==> src/rtl/enemy_spawner.sv <==
// Enemy spawn controller. It paces pseudo-random spawns into free slots and turns
// per-slot kill and collision edges into score, lives and difficulty.
module enemy_spawner #(
    parameter int unsigned NUM_SLOTS       = 8,
    parameter int unsigned SPAWN_PERIOD    = 50000000,
    parameter int unsigned PERIOD_STEP     = 5000000,
    parameter int unsigned MIN_PERIOD      = 12500000,
    parameter int unsigned KILLS_PER_LEVEL = 8,
    parameter int unsigned START_LIVES     = 3,
    parameter logic [15:0] LFSR_SEED       = 16'hACE1
) (
    input  logic                 clk,
    input  logic                 rst,
    input  logic                 start,
    input  logic [NUM_SLOTS-1:0] slot_alive,
    input  logic [NUM_SLOTS-1:0] slot_killed,
    input  logic [NUM_SLOTS-1:0] slot_collision,
    output logic [NUM_SLOTS-1:0] spawn,
    output logic [3:0]           new_angle,
    output logic [1:0]           new_kind,
    output logic [15:0]          score,
    output logic [2:0]           lives,
    output logic [3:0]           level,
    output logic                 running,
    output logic                 game_over
);
    typedef enum logic [1:0] {IDLE, RUN, OVER} state_t;

    state_t               state_reg, state_next;
    logic [15:0]          lfsr_reg, lfsr_next;
    logic [31:0]          period_reg, active_period_reg, timer_reg;
    logic [15:0]          kill_cnt_reg, score_reg;
    logic [2:0]           lives_reg;
    logic [3:0]           level_reg, angle_reg;
    logic [1:0]           kind_reg;
    logic [NUM_SLOTS-1:0] spawn_reg;
    logic [NUM_SLOTS-1:0] coll_prev_reg, kill_prev_reg, coll_evt_reg, kill_evt_reg;

    logic                 in_run, enter_run, pending, spawn_fire, free_found, level_up;
    logic [NUM_SLOTS-1:0] free_onehot, scored;
    logic [2:0]           slot_points [NUM_SLOTS];
    logic [6:0]           score_delta;
    logic [4:0]           kill_count, coll_count;
    logic [16:0]          score_sum;
    logic [15:0]          score_upd, kill_sum;
    logic [2:0]           lives_upd;
    logic [3:0]           angle_pick;
    logic [1:0]           kind_pick;

    assign in_run     = (state_reg == RUN);
    // Galois form of x^16+x^14+x^13+x^11+1, shifting toward bit 0
    assign lfsr_next  = {1'b0, lfsr_reg[15:1]} ^ (lfsr_reg[0] ? 16'hB400 : 16'h0000);
    assign angle_pick = (lfsr_reg[3:0] == angle_reg) ? lfsr_reg[3:0] + 4'd1 : lfsr_reg[3:0];
    assign kind_pick  = (lfsr_reg[5:4] == 2'd3) ? 2'd0 : lfsr_reg[5:4];
    assign pending    = (timer_reg == active_period_reg - 32'd1);
    assign spawn_fire = in_run && (state_next == RUN) && pending && free_found;

    always_comb begin
        free_found  = 1'b0;
        free_onehot = '0;
        for (int i = 0; i < NUM_SLOTS; i++) begin
            if (!free_found && !slot_alive[i]) begin
                free_found     = 1'b1;
                free_onehot[i] = 1'b1;
            end
        end
    end

    genvar gi;
    generate
        for (gi = 0; gi < NUM_SLOTS; gi++) begin : g_slot
            logic [1:0] slot_kind_reg;
            logic       collided_reg;
            logic       coll_kill;

            // a kill on a slot that collided (earlier or in the same cycle) earns nothing
            assign coll_kill        = collided_reg | coll_evt_reg[gi];
            assign scored[gi]       = in_run & kill_evt_reg[gi] & ~coll_kill;
            assign slot_points[gi]  = !scored[gi]               ? 3'd0 :
                                      (slot_kind_reg == 2'd2)   ? 3'd4 :
                                      (slot_kind_reg == 2'd1)   ? 3'd2 : 3'd1;

            always_ff @(posedge clk) begin
                if (rst) begin
                    slot_kind_reg <= 2'd0;
                    collided_reg  <= 1'b0;
                end else if (spawn_fire && free_onehot[gi]) begin
                    slot_kind_reg <= kind_pick;
                    collided_reg  <= 1'b0;
                end else if (in_run && kill_evt_reg[gi]) begin
                    collided_reg  <= 1'b0;
                end else if (in_run && coll_evt_reg[gi]) begin
                    collided_reg  <= 1'b1;
                end
            end
        end
    endgenerate

    always_comb begin
        score_delta = '0;
        kill_count  = '0;
        coll_count  = '0;
        for (int i = 0; i < NUM_SLOTS; i++) begin
            score_delta = score_delta + 7'(slot_points[i]);
            kill_count  = kill_count + 5'(scored[i]);
            coll_count  = coll_count + 5'(coll_evt_reg[i]);
        end
        score_sum = {1'b0, score_reg} + 17'(score_delta);
        score_upd = score_sum[16] ? 16'hFFFF : score_sum[15:0];
        lives_upd = (5'(lives_reg) > coll_count) ? lives_reg - 3'(coll_count) : 3'd0;
        kill_sum  = kill_cnt_reg + 16'(kill_count);
        level_up  = (kill_sum >= 16'(KILLS_PER_LEVEL));
    end

    always_comb begin
        state_next = state_reg;
        enter_run  = 1'b0;
        case (state_reg)
            IDLE, OVER: begin
                if (start) begin
                    state_next = RUN;
                    enter_run  = 1'b1;
                end
            end
            RUN:     if (lives_upd == 3'd0) state_next = OVER;
            default: state_next = IDLE;
        endcase
    end

    always_ff @(posedge clk) begin
        if (rst) begin
            state_reg         <= IDLE;
            lfsr_reg          <= LFSR_SEED;
            period_reg        <= SPAWN_PERIOD;
            active_period_reg <= SPAWN_PERIOD;
            timer_reg         <= '0;
            kill_cnt_reg      <= '0;
            score_reg         <= '0;
            lives_reg         <= 3'(START_LIVES);
            level_reg         <= '0;
            angle_reg         <= '0;
            kind_reg          <= '0;
            spawn_reg         <= '0;
            coll_prev_reg     <= '0;
            kill_prev_reg     <= '0;
            coll_evt_reg      <= '0;
            kill_evt_reg      <= '0;
        end else begin
            state_reg     <= state_next;
            lfsr_reg      <= lfsr_next;
            coll_prev_reg <= slot_collision;
            kill_prev_reg <= slot_killed;
            coll_evt_reg  <= slot_collision & ~coll_prev_reg;
            kill_evt_reg  <= slot_killed & ~kill_prev_reg & slot_alive;
            spawn_reg     <= spawn_fire ? free_onehot : '0;
            if (spawn_fire) begin
                angle_reg <= angle_pick;
                kind_reg  <= kind_pick;
            end
            if (enter_run) begin
                score_reg         <= '0;
                lives_reg         <= 3'(START_LIVES);
                level_reg         <= '0;
                period_reg        <= SPAWN_PERIOD;
                active_period_reg <= SPAWN_PERIOD;
                timer_reg         <= '0;
                kill_cnt_reg      <= '0;
            end else if (in_run) begin
                score_reg <= score_upd;
                lives_reg <= lives_upd;
                if (level_up) begin
                    kill_cnt_reg <= kill_sum - 16'(KILLS_PER_LEVEL);
                    if (level_reg != 4'd15) level_reg <= level_reg + 4'd1;
                    period_reg <= (period_reg > MIN_PERIOD + PERIOD_STEP) ?
                                  period_reg - PERIOD_STEP : MIN_PERIOD;
                end else begin
                    kill_cnt_reg <= kill_sum;
                end
                // a new period is only picked up when the timer restarts
                if (spawn_fire) begin
                    timer_reg         <= '0;
                    active_period_reg <= period_reg;
                end else if (!pending) begin
                    timer_reg <= timer_reg + 32'd1;
                end
            end
        end
    end

    assign spawn     = spawn_reg;
    assign new_angle = angle_reg;
    assign new_kind  = kind_reg;
    assign score     = score_reg;
    assign lives     = lives_reg;
    assign level     = level_reg;
    assign running   = (state_reg == RUN);
    assign game_over = (state_reg == OVER);
endmodule

==> config.mk <==
export PLATFORM = sky130hd
export DESIGN_NAME = enemy_spawner
export DESIGN_NICKNAME = d
export VERILOG_FILES = /design/src/rtl/enemy_spawner.sv
export SDC_FILE = /design/constraint.sdc
export NUM_CORES = 1
export LEC_CHECK = 0
export ABC_AREA = 1
export CORE_MARGIN = 3
export CORE_UTILIZATION = 50
export CTS_CLUSTER_DIAMETER = 30
export DETAILED_ROUTE_END_ITERATION = 10
export MAX_ROUTING_LAYER = met4
export PLACE_DENSITY = 0.71
export SKIP_LAST_GASP = 1
export SYNTH_ARGS = -nofsm -noshare
export SYNTH_HDL_FRONTEND = slang
export SYNTH_SLANG_ARGS = --single-unit
==> constraint.sdc <==
create_clock -name clk -period 5.8 [get_ports clk]
set_input_delay 1.16 -clock clk [delete_from_list [all_inputs] [get_ports clk]]
set_output_delay 1.16 -clock clk [all_outputs]
set_load 0.02 [all_outputs]
==> results_dict.tcl, run 1 <==
set metrics [dict create \
    dieHeight_um 169 \
    relSlewSlack 0.322 \
    diodes 0 \
    cts.repair.resized 0 \
    core_area_um2 26100 \
    firstDrtPassIters 9 \
    syn-cell-area_um2 13400 \
    synth_most_common_cell "nand2_1" \
    path_class "reg -> reg" \
    whs_path_depth 1 \
    synth_fp_nets 2039 \
    drtIter0Drc 826 \
    fmax_ghz 0.186 \
    clk_latency_ns 0.55 \
    cp_data_required_time_ns 6.29 \
    grt_pass1_vias 11900 \
    cts_sinks 213 \
    syn_to_final_growth_pct 19.9 \
    cp-start-kind "flip-flop" \
    r2r_setup_slack_ns 0.41 \
    maxCapViolCount 0 \
    vias 12600 \
    drc_errors 0 \
    grt_max_degree 75 \
    synth_edf_count 0 \
    wl_mm 36.1 \
    synth_flop_cell "dfxtp_1" \
    wl_per_cell_um 15.2 \
    ys_async_sr_fraction 0 \
    arrival_ns 5.88 \
    min_from "kill_prev_reg[7]" \
    initial_core_util 0.511 \
    grt_usage 0.256 \
    drive_above_1_share 0.0870 \
    drv_slew 0 \
    clkTransAtPathRegs_ns 0.05 \
    grt_pass1_wl_mm 58.9 \
    clock_path_buffers 3 \
    worstPathMaxFanout 11 \
    synthTopCellsByCount "nand2_1, inv_1, nor2_1" \
    placed_area_um2 14200 \
    stdcell_count 2382 \
    worstHoldEndpoint "kill_evt_reg[7]" \
    post-route-min-period_ns 5.39 \
    cts_root_buffer "clkbuf_16" \
    r2r_end "score[14]" \
    globalplace.congestion 0.992 \
    yosysWarnings 0 \
    finalHoldViolCount 0 \
    slowest_stage "fa_1" \
    hold_buffers 0 \
    p_total_w 0.00525 \
    h-tree-depth 2 \
    synthDistinctLibCells 53 \
    synthTopCellsByArea "dfxtp_1, nand2_1, inv_1" \
    peakVddDrop_mv 0.282 \
    ant_nets 0 \
    antenna_found_initial 0 \
    ios 66 \
    max_stage_delay_ns 0.58 \
    ys_seq_elements 213 \
    reg2reg_depth 29 \
    largest_reg_flops 32 \
    power.density_nw_per_um2 328 \
    grt_overflow 0 \
    dp.cells 2292 \
    hpwl_mm 26.6 \
    layout_worst_path_cycle_share 0.929 \
    synth_top_area_cell "dfxtp_1" \
    io_buffer_count 65 \
    design.die.area_um2 28700 \
    viasPerCell 5.28 \
    hold_class "reg -> reg" \
    ys_seq_area_frac 0.319 \
    tightestPinTransition_ns 1.01 \
    postSynthCellCount 1933 \
    yosys.area.top_type_share 0.319 \
    postCtsSetupBuffers 0 \
    fp.dieW_um 169 \
    cts_tree "done" \
    row_count 59 \
    status "completed" \
    syn_avg_cell_area_um2 6.91 \
    r2r-start "state_reg[1]" \
    finalSetupViolations 0 \
    cts_made_buffers 48 \
    nets 2113 \
    p_leak_nw 7.09 \
    critical_path.most_common_cell "nand2_1" \
    finClkSkew_ns 0.0218 \
    post-route-cell-area_um2 16000 \
    end_kind "flip-flop" \
]
-- critical path: cells and delay by family (launching register included) --
| kind | cells | cell delay (ns) |
|---|---|---|
| flip-flops | 1 | 0.29 |
| adder cells (fa/ha/maj) | 5 | 2.13 |
| buffers and inverters | 6 | 0.62 |
| AND/OR/NAND/NOR | 15 | 1.78 |
| AO/OA/AOI/OAI | 3 | 0.50 |
-- worst max path at each step --
stage | from | endpoint | slack (ns) | depth (start not counted)
floorplan | state_reg[1] | score[14] | 0.40 | 28
global placement | state_reg[1] | score[14] | 0.33 | 29
detailed placement | state_reg[1] | score[14] | 0.09 | 29
CTS | state_reg[1] | score[14] | 0.09 | 29
global route | state_reg[1] | score[7] | -0.05 | 27
finish | state_reg[1] | score[14] | 0.41 | 29
-- layer usage --
| layer | wire length [µm] | global-route usage | part of all wire | vias up |
|---|---|---|---|---|
| met5 | 0 | - | 0 | - |
| met4 | 869 | 0.0697 | 0.024 | 0 |
| met3 | 2110 | 0.0438 | 0.058 | 70 |
| met2 | 17000 | 0.417 | 0.47 | 354 |
| met1 | 16100 | 0.332 | 0.45 | 5806 |
| li1 | - | - | - | 6354 |
-- power breakdown --
group	internal (W)	switching, W	total (W)
logic	0.000275	0.000547	0.000821
clock network	0.00194	0.000898	0.00283
registers	0.00153	0.0000624	0.00160
-- logic make-up (layout without fill, tap and decap cells) --
| logic type | count (synthesis) | after routing | share of synthesized area |
|---|---|---|---|
| AO/OA/AOI/OAI | 253 | 253 | 0.109 |
| XOR/XNOR | 91 | 91 | 0.0636 |
| adder cells (fa/ha/maj) | 79 | 79 | 0.0914 |
| buffers and inverters | 347 | 461 | 0.104 |
| flip-flops | 213 | 213 | 0.319 |
| multiplexers | 1 | 1 | 0.000750 |
| AND/OR/NAND/NOR | 949 | 949 | 0.312 |
-- cell type report --
type / count / area [µm²]
repair buffers: 81 / 766
flip-flops and latches: 213 / 4260
well taps: 335 / 419
fillers: 2418 / 10100
clock buffers: 61 / 1320
inverters: 290 / 1090
multi-input cells: 1373 / 7740
clock inverters: 29 / 408
-- through the flow --
stage                     TNS (ns)  hold slack, ns   util  setup slack, ns
after global placement           0           0.375  0.545            0.326
after global routing        -0.123           0.389  0.613          -0.0454
after CTS                        0           0.384  0.611           0.0918
final                            0           0.384  0.613            0.409
after floorplan                  0           0.366      -            0.400
after detailed placement         0           0.378  0.545           0.0950
-- placed cells by master, fill, tap and decap left out, drive strengths merged, types with 2 or more instances in the layout --
cell type / instances
fa: 31
clkdlybuf4s50: 64
or2: 13
buf: 17
o21bai: 5
bufinv: 7
a31o: 2
nand3: 120
xor2: 58
and3: 2
a211oi: 3
o21ai: 92
nand2: 403
nand4: 45
clkinvlp: 4
xnor2: 30
a31oi: 9
clkbuf: 61
nor4: 16
xor3: 3
o221a: 2
a21oi: 112
nand3b: 12
nor2: 292
clkinv: 15
and2: 2
inv: 293
nor3: 43
ha: 48
o2111ai: 8
o211ai: 17
dfxtp: 213
Power figures use the tool's default switching activity.
==> inputs of run 2 (changes only) <==
--- a/config.mk
+++ b/config.mk
@@ -11,7 +11,7 @@
 export CTS_CLUSTER_DIAMETER = 30
 export DETAILED_ROUTE_END_ITERATION = 10
 export MAX_ROUTING_LAYER = met4
-export PLACE_DENSITY = 0.71
+export PLACE_DENSITY_LB_ADDON = 0.12
 export SKIP_LAST_GASP = 1
 export SYNTH_ARGS = -nofsm -noshare
 export SYNTH_HDL_FRONTEND = slang
==> run 2 against run 1 <==
Sequential share of layout area down 0.12 points. Largest cell class unchanged. Die area unchanged. Combinational power decreased by 1%. Highest routed layer unchanged. First-iteration DRC count is 5.0% higher. Power up 2.2%. Non-clock buffer count is 3 lower. Clock skew fell by 0.0038 ns.
==> results_dict.tcl, run 2 (synthesis gave the netlist of run 1 again) <==
set metrics [dict create \
    slowest_stage "fa_1" \
    whs_path_depth 1 \
    tightestPinTransition_ns 1.08 \
    ios 66 \
    n_fill_cell 2442 \
    cts_root_buffer "clkbuf_16" \
    hold_class "reg -> reg" \
    globalplace.congestion 0.981 \
    worstHoldEndpoint "kill_evt_reg[3]" \
    h-tree-depth 2 \
    ant_nets 0 \
    r2r_end "period_reg[19]" \
    grt_pass1_wl_mm 57.8 \
    dieHeight_um 169 \
    r2r-start "state_reg[1]" \
    fmax_ghz 0.182 \
    grt_usage 0.249 \
    core_area_um2 26100 \
    syn_to_final_growth_pct 20.4 \
    hpwl_mm 25.6 \
    min_from "kill_prev_reg[3]" \
    nets 2109 \
    power.density_nw_per_um2 334 \
    grt_max_degree 75 \
    finClkSkew_ns 0.0180 \
    placed_area_um2 14200 \
    design.die.area_um2 28700 \
    drtIter0Drc 867 \
    grt_setup_unrepaired "yes" \
    drv_slew 0 \
    setup_slack_ns 0.302 \
    cts_sinks 213 \
    finalSetupViolations 0 \
    firstDrtPassIters 5 \
    r2r_setup_slack_ns 0.30 \
    antenna_found_initial 0 \
    worstPathMaxFanout 22 \
    post-place-ws_ns 0.139 \
    wl_mm 34.7 \
    wl_per_cell_um 14.6 \
    initial_core_util 0.511 \
    io_buffer_count 65 \
    largest_reg_flops 32 \
    p_leak_nw 7.10 \
    clock_path_buffers 3 \
    finalSetupTns_ns 0 \
    layout.area.seq_um2 4260 \
    drc_errors 0 \
    fp.dieW_um 169 \
    diodes 0 \
    cts_made_buffers 47 \
    multi_input_area_um2 7760 \
    path_class "reg -> reg" \
    postCtsSetupBuffers 0 \
    layout_commonest_cell "nand2_1" \
    grt_overflow 0 \
    row_count 59 \
    finalHoldViolCount 0 \
    clkTransAtPathRegs_ns 0.05 \
    layout_common_cells "nand2_1, inv_1, nor2_1" \
    maxCapViolCount 0 \
    whs_ns 0.386 \
    end_kind "flip-flop" \
    post-route-cell-area_um2 16100 \
    utilization 0.615 \
    status "completed" \
    arrival_ns 5.91 \
    grt_pass1_vias 11900 \
    peakVddDrop_mv 0.259 \
    clk_latency_ns 0.56 \
    reg2reg_depth 26 \
    cp_data_required_time_ns 6.21 \
    drive_above_1_share 0.0862 \
    cp-start-kind "flip-flop" \
    vias 12400 \
    relSlewSlack 0.279 \
    viasPerCell 5.24 \
    cts_tree "done" \
    max_stage_delay_ns 0.52 \
    post-route-min-period_ns 5.50 \
    layout_worst_path_cycle_share 0.948 \
]
-- run 2: through the flow --
stage | total power (W) | std cells
2_1_floorplan | 0.00221 | 1933
3_3_place_gp | 0.00240 | 2289
3_5_place_dp | 0.00241 | 2289
4_1_cts | 0.00539 | 2376
5_1_grt | 0.00560 | 2376
6_report | 0.00537 | 2376
-- run 2: how the worst max path moves through the flow --
stage / slack, ns / startpoint / depth (start not counted) / to
after floorplan: 0.40 / state_reg[1] / 28 / score[14]
after global placement: 0.29 / state_reg[1] / 29 / score[14]
after detailed placement: 0.14 / state_reg[1] / 29 / score[14]
after CTS: 0.09 / state_reg[1] / 29 / score[14]
after global routing: -0.05 / state_reg[1] / 26 / period_reg[19]
final: 0.30 / state_reg[1] / 26 / period_reg[19]
-- run 2: layout make-up --
cell class,instances,area share
clock inverter,26,0.0296
timing repair buffer,78,0.0464
inverter,290,0.0680
tap,335,0.0261
multi-input combinational,1373,0.483
clock buffer,61,0.0820
sequential,213,0.265
-- run 2: critical path, delay by kind of cell, from the launching register on --
family                     cells  cell delay, ns
adders and majority gates      5            2.50
buffers and inverters          7            0.61
and+or+nand+nor               11            1.19
DFF                            1            0.30
xor gates and xnor gates       1            0.22
AOI/OAI and AO/OA              2            0.49
-- run 2: power by group --
group | switching, W | internal, W | total, W
registers | 0.0000621 | 0.00153 | 0.00159
clock network | 0.000897 | 0.00206 | 0.00296
logic | 0.000544 | 0.000269 | 0.000813
total | 0.00150 | 0.00386 | 0.00537
-- run 2: timing repair --
item / 4_1_cts / 5_1_grt
gates resized for setup: 0 / 17
setup endpoints to repair: 0 / 47
hold buffers: 0 / 0
-- run 2: routing by layer --
metal	routed length, µm	share of wire	vias up	global-route usage
li1	-	-	6342	-
met1	15900	0.46	5721	0.326
met2	16200	0.47	302	0.400
met3	1650	0.047	79	0.0342
met4	911	0.026	0	0.0797
met5	0	0	-	-
==> inputs of run 3 (changes only) <==
--- a/config.mk
+++ b/config.mk
@@ -10,6 +10,7 @@
 export CORE_UTILIZATION = 50
 export CTS_CLUSTER_DIAMETER = 30
 export DETAILED_ROUTE_END_ITERATION = 10
+export HOLD_SLACK_MARGIN = 0.05
 export MAX_ROUTING_LAYER = met4
 export PLACE_DENSITY_LB_ADDON = 0.12
 export SKIP_LAST_GASP = 1
==> constraint.sdc (replaced) <==
create_clock -name clk -period 6.6 [get_ports clk]
set_input_delay 1.32 -clock clk [delete_from_list [all_inputs] [get_ports clk]]
set_output_delay 1.32 -clock clk [all_outputs]
set_load 0.02 [all_outputs]
==> run 3 against run 2 <==
Highest routed layer unchanged. Core utilization down 0.44 points. First-iteration DRC count down 11%. Final cell count about the same. Global-route usage down 0.47 points. Clock power down 14%. Largest power group unchanged. Power down 13%. Count of clock-buffer cells in the layout up 5. Setup slack better by 0.45 ns. Die area unchanged. Non-clock buffer count down 3.
==> results_dict.tcl, run 3 (synthesis gave the netlist of run 1 again) <==
set metrics [dict create \
    status "completed" \
    layout_common_cells "nand2_1, inv_1, nor2_1" \
    finClkSkew_ns 0.0258 \
    hpwl_mm 25.2 \
    nets 2111 \
    drive_above_1_share 0.0809 \
    grt_max_degree 76 \
    grt_pass1_vias 11700 \
    ios 66 \
    clkTransAtPathRegs_ns 0.05 \
    antenna_found_initial 0 \
    ant_nets 0 \
    grt_pass1_wl_mm 57.1 \
    clock_path_buffers 3 \
    drv_slew 0 \
    cts_tree "done" \
    syn_to_final_growth_pct 19.6 \
    tightestPinTransition_ns 0.977 \
    core_area_um2 26100 \
    top_usage_layer "met2" \
    grt_overflow 0 \
    finalSetupViolations 0 \
    cts_root_buffer "clkbuf_16" \
    placed_area_um2 14200 \
    fp.dieW_um 169 \
    vias 12500 \
    finalSetupTns_ns 0 \
    p_total_w 0.00464 \
    arrival_ns 6.32 \
    cts_made_buffers 52 \
    clk_latency_ns 0.55 \
    dieHeight_um 169 \
    grt_setup_unrepaired "no" \
    cp-start-kind "flip-flop" \
    diodes 0 \
    power.density_nw_per_um2 291 \
    finalHoldViolCount 0 \
    post-route-cell-area_um2 16000 \
    drtIter0Drc 775 \
    worstPathMaxFanout 13 \
    post-place-ws_ns 0.609 \
    use_met1 0.324 \
    layout_commonest_cell "nand2_1" \
    wl_mm 34.3 \
    grt_usage 0.244 \
    hold_class "reg -> reg" \
    design.die.area_um2 28700 \
    io_buffer_count 65 \
    post-route-min-period_ns 5.85 \
    drc_errors 0 \
    slowest_stage "fa_1" \
    wl_per_cell_um 14.5 \
    hold_buffers 0 \
    globalplace.congestion 0.947 \
    max_stage_delay_ns 0.58 \
    end_kind "flip-flop" \
    relSlewSlack 0.348 \
    peakVddDrop_mv 0.206 \
    cp_data_required_time_ns 7.07 \
    path_class "reg -> reg" \
    cts_sinks 213 \
    critical_path.most_common_cell "nand2_1" \
    h-tree-depth 2 \
    met2_usage 0.393 \
    setup_slack_ns 0.749 \
    layout_worst_path_cycle_share 0.886 \
    largest_reg_flops 32 \
    grt.met3_usage 0.0310 \
    maxCapViolCount 0 \
    initial_core_util 0.511 \
    row_count 59 \
    viasPerCell 5.28 \
    p_leak_nw 7.07 \
    firstDrtPassIters 5 \
    utilization 0.611 \
    fmax_ghz 0.171 \
]
==> run 3: cell count changes in the layout (fill, tap and decap cells not counted), moves of 2 or more <==
cell       change
xor2_2         -4
buf_4          -2
clkbuf_16      +5
xor2_1         +4
bufinv_16      -3
clkinv_2       +2
inv_4          -2
clkinv_16      -2
inv_2          +2
==> run 3: what timing repair did <==
item / CTS / global route
gates resized for setup: 0 / 1
endpoints found under the setup margin: 0 / 5
setup buffers: 0 / 0
endpoints found under the hold margin: 0 / 0
==> run 3: path summary, 6_finish.rpt <==
check | start | slack [ns] | to | cells past startpoint
setup / recovery | state_reg[1] | 0.75 | score[14] | 28
hold reg to reg | kill_prev_reg[5] | 0.38 | kill_evt_reg[5] | 1
setup reg to reg | state_reg[1] | 0.75 | score[14] | 28
hold / removal | kill_prev_reg[5] | 0.38 | kill_evt_reg[5] | 1
==> run 3: layout make-up <==
cell class,count,area [µm²]
multi-input cells,1373,7710
clock inverters,22,324
flip-flops and latches,213,4260
fillers,2439,10200
clock buffers,66,1440
repair buffers,75,721
well taps,335,419
inverters,290,1090
==> run 3: worst max-delay path: cells and delay by family, from the launching register on <==
kind / cells / cell delay [ns]
adders and majority gates: 5 / 2.14
and+or+nand+nor: 15 / 2.01
AOI/OAI and AO/OA: 3 / 0.66
buffers and inverters: 5 / 0.64
DFF: 1 / 0.29
==> run 3: metal layers <==
metal,share of wire,routed length [µm],vias up
met5,0,0,-
met4,0.024,830,0
met3,0.047,1620,70
met2,0.46,15900,353
met1,0.46,16000,5748
li1,-,-,6353
==> run 3: per-stage QoR <==
step                cells  hold slack (ns)
finish               2374            0.382
global route         2374            0.396
CTS                  2374            0.386
detailed placement   2286            0.381
global placement     2286            0.376
floorplan            1933            0.366
==> run 3: power breakdown <==
part           leakage, nW  switching [W]  internal, W
clock                0.855       0.000755      0.00179
combinational         4.48       0.000466     0.000229
sequential            1.73      0.0000531      0.00135
total                 7.07        0.00127      0.00337
==> edit 1 (settings of run 1) <==
Re-encode `state_t` (3 states) as one-hot, 3 bits wide.
--- a/src/rtl/enemy_spawner.sv
+++ b/src/rtl/enemy_spawner.sv
@@ -24,7 +24,7 @@
     output logic                 running,
     output logic                 game_over
 );
-    typedef enum logic [1:0] {IDLE, RUN, OVER} state_t;
+    typedef enum logic [2:0] {IDLE = 3'b001, RUN = 3'b010, OVER = 3'b100} state_t;
 
     state_t               state_reg, state_next;
     logic [15:0]          lfsr_reg, lfsr_next;
Function: no difference found for any inputs over 4 cycles, from zero or initial values and one cycle with rst high; so few cycles prove little.
==> edit 1 against run 1 <==
Area after synthesis rose by 1.6%; cell area up 1.4%; global-route usage is 0.52 points higher; count of clock-buffer cells in the layout shrank 2; worst setup slack worse by 0.093 ns; routed wire length grew 3.4%; first-iteration DRC count is 22% higher; non-clock buffer count up 2; sequential cell count increased by 1; highest routed layer unchanged.
Power is not compared: it rests on default switching activity, and its combinational part moved more than twofold at a synthesized area within 25%.
==> edit 1: results <==
metrics = {
    "min_path": {
        "hp-class": "reg2reg",
        "hold_start": "kill_prev_reg[4]",
        "min_to": "kill_evt_reg[4]",
    },
    "setup_path": {
        "timing.rr.end": "period_reg[5]",
        "timing.rr.start": "state_reg[0]",
        "reg2reg_setup_slack_ns": 0.32,
        "reg2reg_depth": 26,
        "crit_path_max_incr_delay_ns": 0.53,
        "cp_slowest_cell": "fa_1",
        "crit_fanout": 15,
        "critPathTopFamily": "adder cells",
    },
    "detailed_routing": {
        "dr.pass1.iters": 5,
        "wire_per_inst_um": 15.3,
        "avgViaCountPerCell": 5.36,
        "dr.first_iter.drc_count": 1007,
    },
    "clock_network": {
        "cts_buffer_depth": 3,
        "clock_latency_ns": 0.55,
        "path_clk_slew_ns": 0.05,
        "cts_setup_buffers": 0,
        "clockRootBuffer": "clkbuf_16",
        "cts-buffers-inserted": 46,
        "ctsResizeCount": 0,
    },
    "outcome": {
        "status": "finished, final reports clean",
    },
    "logic_synthesis": {
        "synth_adder_area_share_pct": 9.00,
        "synthArstFlopShare_pct": 0,
        "synth_compound_area_share_pct": 10.0,
        "yosysSeqAreaShare_pct": 31.6,
        "synth_xor_area_share_pct": 5.68,
        "yosys-top-cells-count": "nand2_1 (423), inv_1 (302), nor2_1 (252), dfxtp_1 (214), nand3_1 (145)",
        "syn_avg_cell_area_um2": 6.77,
        "ys_types": 53,
        "synth_warnings": 0,
        "muxShareOfSynthArea_pct": 0.0738,
        "synthesis.nets": 2112,
        "synthTopCellsByArea": "dfxtp_1 (32%), nand2_1 (12%), inv_1 (8.4%), nor2_1 (7.0%), nand3_1 (5.3%)",
    },
    "place": {
        "dp_hpwl_um": 27700,
        "globalplace.congestion": 0.971,
        "portBuffers": 65,
    },
    "global_route": {
        "grt_use_total_pct": 26.2,
        "grt_max_degree": 71,
        "antenna_found_initial": 0,
        "grt_pass1_vias": 12500,
        "grt_first_pass_wirelength_um": 60700,
    },
    "layout": {
        "nNetsFinal": 2178,
        "drive_gt1_share_pct": 8.35,
        "largest_register_ffs": 32,
        "fin_cells": 2443,
        "fillers": 2409,
        "insertedDiodeCount": 0,
    },
    "sta": {
        "hold_ws_ns": 0.380,
        "tightest_slew_ns": 0.730,
        "skew_ns": 0.0323,
    },
    "power": {
        "intPower_mw": 3.52,
        "ir_worst_vdd_mv": 0.317,
    },
}
[edit 1: worst max path at each step]
stage	cells past startpoint	slack (ns)	from	end
floorplan	29	0.42	state_reg[2]	score[14]
global placement	29	0.27	state_reg[2]	score[14]
detailed placement	26	0.09	state_reg[2]	period_reg[18]
CTS	26	0.06	state_reg[0]	period_reg[18]
global route	26	-0.01	state_reg[0]	period_reg[17]
finish	26	0.32	state_reg[0]	period_reg[5]
[edit 1: metal layers]
metal / global-route usage [%] / share of wire [%]
met1: 33.8 / 45
met2: 43.0 / 48
met3: 3.86 / 4.8
met4: 7.23 / 2.3
met5: - / 0
[edit 1: stage by stage]
step                cell area [um2]  setup WS (ns)  utilization (%)  setup TNS, ns
finish                        16200          0.316             61.6              0
global route                  16200        -0.0138             61.6        -0.0258
CTS                           16100         0.0597             61.2              0
detailed placement            14400         0.0904             54.8              0
global placement              14400          0.271             54.8              0
floorplan                     13600          0.419                -              0
[edit 1: power groups by stage]
stage	logic (mW)	clock network (mW)	registers (mW)
after global placement	0.306	0	1.55
after detailed placement	0.310	0	1.55
after global routing	0.363	2.90	1.53
final	0.321	2.78	1.52
after floorplan	0.224	0	1.55
after CTS	0.313	2.82	1.52
[edit 1: final cells by class]
type,count,area (um2),share of cell area (%)
multi-input cells,1416,7870,48.5
repair inverters,2,15.0,0.0925
repair buffers,83,792,4.88
flip-flops and latches,214,4280,26.4
inverters,309,1170,7.20
well taps,335,419,2.58
clock buffers,59,1270,7.82
clock inverters,25,414,2.55
[edit 1: logic make-up (layout without fill, tap and decap cells)]
group / Yosys count / in the layout
flip-flops: 214 / 214
AND/OR/NAND/NOR: 1001 / 1001
XOR/XNOR: 88 / 88
adder cells (fa/ha/maj): 79 / 79
multiplexers: 1 / 1
buffers and inverters: 376 / 478
AO/OA/AOI/OAI: 247 / 247
==> edit 2 (flow settings as in run 1) <==
Made on the original files. The parameter `NUM_SLOTS` goes from 8 to 16.
--- a/src/rtl/enemy_spawner.sv
+++ b/src/rtl/enemy_spawner.sv
@@ -1,7 +1,7 @@
 // Enemy spawn controller. It paces pseudo-random spawns into free slots and turns
 // per-slot kill and collision edges into score, lives and difficulty.
 module enemy_spawner #(
-    parameter int unsigned NUM_SLOTS       = 8,
+    parameter int unsigned NUM_SLOTS       = 16,
     parameter int unsigned SPAWN_PERIOD    = 50000000,
     parameter int unsigned PERIOD_STEP     = 5000000,
     parameter int unsigned MIN_PERIOD      = 12500000,
Interface: changed (resized slot_alive, slot_collision, slot_killed and spawn); port bits go from 66 to 98. No check against the original RTL was run, so the function may have changed too.
==> edit 2 against run 1 <==
Area after synthesis rose by 28%; highest routed layer unchanged; power rose by 54%; critical path depth fell by 1; largest cell class unchanged; the run now ends with negative setup slack left; sequential cell count rose by 64; sequential share of layout area fell by 1.7 points; worst setup slack got worse by 0.55 ns; routed wire length rose by 41%; cell area rose by 39%.
==> edit 2: results <==
metrics = {
    "layout": {
        "fillers": 2775,
        "multi_input_comb_cells": 1702,
        "seqCellArea_um2": 5550,
        "n_all_inverters": 370,
        "seq_cells": 277,
        "clockBufferCount": 77,
        "multi_input_area_share_pct": 47.2,
        "buffers": 210,
    },
    "detailed_routing": {
        "avgViaCountPerCell": 5.32,
        "dr.pass1.iters": 5,
        "via_count": 16600,
        "wl_met3_um": 3420,
        "dr_wl_met2_um": 23600,
        "wire_per_inst_um": 16.3,
        "dr.first_iter.drc_count": 1182,
    },
    "outcome": {
        "failed_checks": "negative setup slack",
        "status": "complete, but fails checks",
    },
    "global_route": {
        "use_met3_pct": 4.52,
        "grt_max_degree": 99,
        "use_met2_pct": 44.5,
        "grt_first_pass_wirelength_um": 79700,
        "grt_use_total_pct": 27.9,
    },
    "setup_path": {
        "crit_fanout": 7,
        "timing.rr.end": "period_reg[22]",
        "cp-endpoint": "period_reg[22]",
        "reg2reg_depth": 28,
        "reg2reg_setup_slack_ns": -0.14,
    },
    "place": {
        "dp_hpwl_um": 36300,
        "globalplace.congestion": 0.980,
        "dpl_worst_slack_ns": -0.310,
    },
    "sta": {
        "skew_ns": 0.0326,
        "setup-violations-final": 48,
        "setup_slack_ns": -0.141,
    },
    "logic_synthesis": {
        "synthTopCellsByArea": "dfxtp_1 (32%), nand2_1 (10%), nor2_1 (8.3%), inv_1 (7.9%), fa_1 (7.9%)",
        "syn_avg_cell_area_um2": 7.07,
        "yosys-top-cells-count": "nand2_1 (457), nor2_1 (377), inv_1 (358), dfxtp_1 (277), nand3_1 (166)",
        "synth_adder_area_share_pct": 13.5,
        "yosysSeqAreaShare_pct": 32.5,
        "synthesis.nets": 2611,
    },
    "power": {
        "ir_worst_vdd_mv": 0.362,
        "p_seq_share_pct": 26.3,
        "power_leakage_nw": 9.87,
    },
    "clock_network": {
        "cts_setup_buffers": 20,
        "cts-buffers-inserted": 61,
        "clock_latency_ns": 0.61,
    },
}
-- edit 2: metrics by stage --
stage	utilization, %	area, um2	TNS (ns)	power (mW)	hold WS, ns
floorplan	-	17200	0	3.24	0.366
detailed placement	56.7	19100	-4.59	3.82	0.379
global placement	56.7	19100	-1.46	3.78	0.371
CTS	64.4	21600	-0.125	7.64	0.381
global route	66.2	22200	-17.94	8.42	0.380
finish	66.2	22200	-3.69	8.07	0.375
-- edit 2: worst min path at each step --
stage                                  from  slack (ns)               end  cells after the start
after floorplan           kill_prev_reg[13]        0.37  kill_evt_reg[13]                      1
after global placement     kill_prev_reg[7]        0.37   kill_evt_reg[7]                      1
after detailed placement   coll_prev_reg[3]        0.38   coll_evt_reg[3]                      1
after CTS                  kill_prev_reg[8]        0.38   kill_evt_reg[8]                      1
after global routing       kill_prev_reg[8]        0.38   kill_evt_reg[8]                      1
final                      coll_prev_reg[3]        0.37   coll_evt_reg[3]                      1
